<file path="src/rtl/am2940_dma_seq.sv">
// am2940_dma_seq
// Sequencing controller for an Am2940-style DMA address generator. It decodes
// the 3-bit instruction field from the microprogram pipeline register and owns
// the control register, the address and word-count registers and their
// counters. While a transfer runs, every accepted step advances the counters,
// and the controller flags completion according to the selected mode.
//
// Parameters:
//   WIDTH      width of the address and word-count datapath (>= 4)
//
// Ports:
//   clk        system clock, all state updates on the rising edge
//   rst        synchronous active-high reset
//   instr      instruction: 0 WRCR, 1 RDCR, 2 RDWC, 3 RDAC,
//              4 REINIT, 5 LDADDR, 6 LDWC, 7 ENCNT
//   instr_vld  instr is valid this cycle
//   step       one DMA transfer completed
//   data_in    load data for WRCR / LDADDR / LDWC
//   data_out   read-back data (zero when data_oe is low)
//   data_oe    data_out valid, one cycle after a read instruction
//   addr_out   current address counter
//   busy       transfer running
//   done       transfer terminated (sticky until a load or REINIT)
//
// Optional feature, enabled by defining AM2940_DONE_IRQ_EN:
//   irq_mask   input, suppresses the completion interrupt when high
//   irq        output, one-cycle pulse on the cycle done rises
module am2940_dma_seq #(
    parameter int WIDTH = 8
) (
    input  logic             clk,
    input  logic             rst,
    input  logic [2:0]       instr,
    input  logic             instr_vld,
    input  logic             step,
    input  logic [WIDTH-1:0] data_in,
    output logic [WIDTH-1:0] data_out,
    output logic             data_oe,
    output logic [WIDTH-1:0] addr_out,
    output logic             busy,
    output logic             done
`ifdef AM2940_DONE_IRQ_EN
    ,
    input  logic             irq_mask,
    output logic             irq
`endif
);

    localparam logic [2:0] OP_WRCR   = 3'd0;
    localparam logic [2:0] OP_RDCR   = 3'd1;
    localparam logic [2:0] OP_RDWC   = 3'd2;
    localparam logic [2:0] OP_RDAC   = 3'd3;
    localparam logic [2:0] OP_REINIT = 3'd4;
    localparam logic [2:0] OP_LDADDR = 3'd5;
    localparam logic [2:0] OP_LDWC   = 3'd6;
    localparam logic [2:0] OP_ENCNT  = 3'd7;

    localparam logic [1:0] MODE_WC_DOWN = 2'd0;
    localparam logic [1:0] MODE_WC_UP   = 2'd1;
    localparam logic [1:0] MODE_ADDR    = 2'd2;

    localparam logic [WIDTH-1:0] ONE = WIDTH'(1);

    typedef enum logic [1:0] {
        S_IDLE,
        S_ARMED,
        S_RUN,
        S_DONE
    } state_t;

    state_t           state;
    state_t           state_next;
    logic [2:0]       cr;
    logic [WIDTH-1:0] addr_reg;
    logic [WIDTH-1:0] addr_cnt;
    logic [WIDTH-1:0] wc_reg;
    logic [WIDTH-1:0] wc_cnt;

    logic [1:0]       mode;
    logic             is_read;
    logic             step_en;
    logic             term;
    logic [WIDTH-1:0] addr_nxt;
    logic [WIDTH-1:0] wc_nxt;
    logic [WIDTH-1:0] wc_inc;

    assign mode = cr[1:0];

    // Decide whether a step is accepted this cycle, what the counters would
    // become, whether that step ends the transfer, and the next FSM state.
    // Any instruction other than a read takes priority over a step.
    always_comb begin
        state_next = state;
        is_read    = instr_vld && (instr == OP_RDCR || instr == OP_RDWC ||
                                   instr == OP_RDAC);
        step_en    = step && (state == S_RUN) && (!instr_vld || is_read);
        addr_nxt   = cr[2] ? (addr_cnt - ONE) : (addr_cnt + ONE);
        wc_inc     = wc_cnt + ONE;
        wc_nxt     = wc_cnt;
        term       = 1'b0;

        case (mode)
            MODE_WC_DOWN: begin
                wc_nxt = wc_cnt - ONE;
                term   = (wc_cnt == ONE);
            end
            MODE_WC_UP: begin
                wc_nxt = wc_inc;
                term   = (wc_inc == wc_reg);
            end
            MODE_ADDR: begin
                term   = (addr_nxt == wc_reg);
            end
            default: begin
                wc_nxt = wc_inc;
            end
        endcase

        if (instr_vld) begin
            case (instr)
                OP_WRCR, OP_LDADDR, OP_LDWC: state_next = S_IDLE;
                OP_REINIT:                   state_next = S_ARMED;
                OP_ENCNT: begin
                    if (state == S_ARMED) begin
                        state_next = S_RUN;
                    end
                end
                default: ;
            endcase
        end

        if (step_en && term) begin
            state_next = S_DONE;
        end
    end

    // State register plus the control/address/count registers. Loads and
    // REINIT never coincide with an accepted step because step_en excludes
    // every non-read instruction, so the counter writes cannot collide.
    // Mode 1 counts up from zero, so its word counter is cleared on load.
    always_ff @(posedge clk) begin
        if (rst) begin
            state    <= S_IDLE;
            cr       <= '0;
            addr_reg <= '0;
            addr_cnt <= '0;
            wc_reg   <= '0;
            wc_cnt   <= '0;
            data_out <= '0;
            data_oe  <= 1'b0;
        end else begin
            state    <= state_next;
            data_oe  <= is_read;
            data_out <= '0;

            if (instr_vld) begin
                case (instr)
                    OP_WRCR:   cr <= data_in[2:0];
                    OP_RDCR:   data_out <= WIDTH'(cr);
                    OP_RDWC:   data_out <= wc_cnt;
                    OP_RDAC:   data_out <= addr_cnt;
                    OP_REINIT: begin
                        addr_cnt <= addr_reg;
                        wc_cnt   <= (mode == MODE_WC_UP) ? '0 : wc_reg;
                    end
                    OP_LDADDR: begin
                        addr_reg <= data_in;
                        addr_cnt <= data_in;
                    end
                    OP_LDWC: begin
                        wc_reg <= data_in;
                        wc_cnt <= (mode == MODE_WC_UP) ? '0 : data_in;
                    end
                    default: ;
                endcase
            end

            if (step_en) begin
                addr_cnt <= addr_nxt;
                wc_cnt   <= wc_nxt;
            end
        end
    end

`ifdef AM2940_DONE_IRQ_EN
    // Done can only rise from a terminating step in RUN, so registering that
    // event gives a pulse aligned with the first cycle done reads high.
    always_ff @(posedge clk) begin
        if (rst) begin
            irq <= 1'b0;
        end else begin
            irq <= step_en && term && !irq_mask;
        end
    end
`endif

    assign addr_out = addr_cnt;
    assign busy     = (state == S_RUN);
    assign done     = (state == S_DONE);

endmodule
</file>
<file path="config.mk">
export PLATFORM = sky130hd
export DESIGN_NAME = am2940_dma_seq
export DESIGN_NICKNAME = d
export VERILOG_FILES = /design/src/rtl/am2940_dma_seq.sv
export SDC_FILE = /design/constraint.sdc
export NUM_CORES = 1
export LEC_CHECK = 0
export CAP_MARGIN = 20
export CORE_ASPECT_RATIO = 0.6
export CORE_MARGIN = 1
export CORE_UTILIZATION = 31
export DETAILED_ROUTE_END_ITERATION = 16
export PLACE_DENSITY = 0.52
export SLEW_MARGIN = 10
export SYNTH_ARGS = -nofsm -noshare
export SYNTH_HDL_FRONTEND = slang
export SYNTH_SLANG_ARGS = --single-unit
export TNS_END_PERCENT = 30
</file>
<file path="constraint.sdc">
create_clock -name clk -period 5.62 [get_ports clk]
set_clock_uncertainty 0.1 [all_clocks]
set_input_delay 1.686 -clock clk [delete_from_list [all_inputs] [get_ports clk]]
set_output_delay 1.686 -clock clk [all_outputs]
set_load 0.01 [all_outputs]
</file>
==> results.md <==
- Run status: complete, no violations
- Initial Util: 32.26%
- FF-to-FF path depth: 8
- Sink Count: 46
- RSZ-0062 raised after global routing: false
- Leak Pwr: 0.001384 uW
- Share of cells above drive strength 1: 5.693%
- Most frequent cells in the layout: nand2_1, dfxtp_1, nor2_1
- Input/output buffers: 33
- Ys async rst share: 0%
- Top delay family on crit path: compound AO/OA/AOI/OAI gates
- Crit path launch: instr[1]
- # diodes: 0
- Hold Buf Count CTS: 0
- Residual DRC: 0
- Register area share after synthesis: a little under a third
- Total power: 845.6 uW
- Largest cells by area after synthesis: dfxtp_1, nand2_1, mux2i_1
- Commonest non-fill, non-tap cell in the layout: nand2_1
- CTS Root Cell: clkbuf_16
- Worst path buffer plus inverter count: 1
- Stages on the worst setup path: 8
- Crit path time final: between 4 and 5 ns
- GR Overflow Total: 0
- Largest net degree at the start of global routing: 26
- Period utilization: 74.47%
- Synth area leader: dfxtp_1
- Sw frac: 24.16%
- Top FF cell, synth: dfxtp_1
- Placer Congestion: 0.8503
- Slew @ Worst Pin: 0.7812 ns
- Synthesis-to-layout area growth: 20.33%
- Hpwl dp: 7018 um
- Mapped Area: 2997 um^2
- Setup slack, reg-to-reg: roughly 2.7 ns
- CTS tree: done
- Hold WC Path Type: flip-flop to flip-flop
- Vias per inst: 5.245
- Antenna-violating nets left: 0
- Ports: 34
- #FFs+latches synth: 46
- Layout Nets: 432
- Synth Area per Inst: 7.845 um^2
- Core region area: 9290 um^2
- Critical path class: primary input to flip-flop
- Post_cts resized: 0
- Worst-path fanout max: 25
- Wire length per cell: about 18 um
- Biggest cell delay along the critical path: 0.77 ns
- Setup TNS Final: 0 ns
- Crit-path most repeated cell: nor2_1
- TritonCTS Buffers: 5
- Row count: 27
- First-pass GRT wire length: 15,010 um
- Slowest CP cell: clkdlybuf4s50_1
- H-tree levels: 2
- Worst r2r src: cr[2]
- Initial antenna violation count: 0
- Die width: 128.9 um
- Pwr Density: 234.5 nW/um^2
- Crit path DAT: between 4 and 5 ns
- Max-cap violations: 0
- Post-CTS setup buffer count: 0
- First drt pass iteration count: 5
- Synth top area share: a little under a third
- Ys Warns: 0
- Final slew viol count: 0
- Clock Latency Late Sink: ~0.30 ns
- Peak supply drop: 0.1148 mV
- Via count: between 2,000 and 3,000
- EDFF count, synth: 0
- Slew margin rel.: between 40% and 50%
- Crit path to: wc_cnt[4]
- Psw: 204.3 uW
- FF-to-FF End: state[0]
- Comb power frac: 12.0%
- Synth Net Count: 411
- Yosys cell types: 58
- Max frequency: roughly 240 MHz
- Clk buf depth: 2
- Final hold violation count: 0
- Die Y: about 78 um
- Initial DRC count: 270
- Clock edge transition at the registers on the reported setup and hold paths: 0.07 ns
- Worst Path Required: 5.70 ns
- Number of global-route vias before repair: between 2,000 and 3,000
- CP Capture Type: flip-flop
- P_int: 641.3 uW
- Die ar.: 10,080 um^2
- Seq pwr share: approximately two fifths
- Synthesized netlist cell count: 382
- Final wirelength: 9494 um
- Total Routing Usage GR: 19.84%
- Clock power share: 47.5%
- Nature of the critical path startpoint: primary input
- Critical Path, Cell by Cell: clkdlybuf4s50_1, nor2_1, o21a_1, nand3b_4, o22ai_2, o21ai_0, a22oi_1, nor2_1
- Final setup viols: 0
[synthesized netlist by cell type (all sizes together), types with 2 or more instances]
cell    count
or2         2
buf        11
clkbuf     11
nand4b      2
nand2      73
nor2       35
a211oi      6
a22oi       6
o221ai      2
or3         2
xor2       13
or4         3
o32ai       2
a21oi      33
o211ai      6
ha         13
o21a        3
nor4        2
nor2b       2
dfxtp      46
nand3b      3
o21bai      2
or4bb       2
xnor2       8
mux2i      22
o22ai       4
nor3        7
inv        11
mux2        2
nand3      15
o21ai      17
[worst register-to-register path: stages, from the launching register on]
cell      delay, ns
dfxtp_1        0.64
ha_1           0.33
a211oi_1       0.37
o21bai_1       0.22
o22ai_1        0.31
xor3_1         0.30
mux2i_1        0.19
xnor2_1        0.09
a41o_1         0.22
[power groups by stage]
stage	registers, uW	logic [uW]	clock network (uW)
floorplan	346	65.5	0
finish	343	101	401
global placement	350	98.4	0
CTS	343	99.6	405
detailed placement	350	98.9	0
global route	343	110	424
[metrics by stage]
step	std cells	hold WS, ns	setup WS, ns	utilization [%]	instance area [um^2]
after floorplan	382	0.3360	2.437	-	2997
after detailed placement	526	0.3526	1.169	36.67	3407
after CTS	534	0.3625	1.484	38.81	3606
after global placement	526	0.3459	1.249	36.67	3407
final	534	0.3615	1.435	38.81	3606
after global routing	534	0.3781	1.196	38.81	3606
[routing by layer]
layer  vias to the layer above  routed length, um  GRT usage, %
met5                         -                  0             0
met4                         0                 50         2.353
met3                        10                585         3.954
met2                        83               3555         26.00
met1                      1315               5304         32.54
li1                       1393                  -             -
[cell families (layout without fill, tap and decap cells)]
logic type               Yosys count  in the layout  share of synthesized area (%)
adder cells (fa/ha/maj)           14             14                          6.096
multiplexers                      24             24                          8.100
XOR/XNOR                          22             22                          6.931
flip-flops                        46             46                          30.73
AO/OA/AOI/OAI                     90             90                          19.29
AND/OR/NAND/NOR                  153            153                          23.97
buffers and inverters             33             55                          4.885
[how the worst min path moves through the flow]
stage                startpoint          end  slack, ns  depth (start not counted)
CTS                 addr_reg[1]  addr_reg[1]       0.36                          2
global placement    addr_reg[1]  addr_reg[1]       0.35                          2
detailed placement  addr_reg[3]  addr_reg[3]       0.35                          2
floorplan           addr_reg[0]  addr_reg[0]       0.34                          2
global route        addr_reg[7]  addr_reg[7]       0.38                          2
finish              addr_reg[7]  addr_reg[7]       0.36                          2
[final cells by class]
cell class | count | area (um^2)
multi-input cells | 303 | 1929
clock inverters | 2 | 60.06
well taps | 130 | 162.7
fillers | 953 | 5684
flip-flops and latches | 46 | 920.9
repair buffers | 36 | 352.8
clock buffers | 6 | 138.9
inverters | 11 | 41.29
Note: power is estimated with default switching activity, not from simulation.
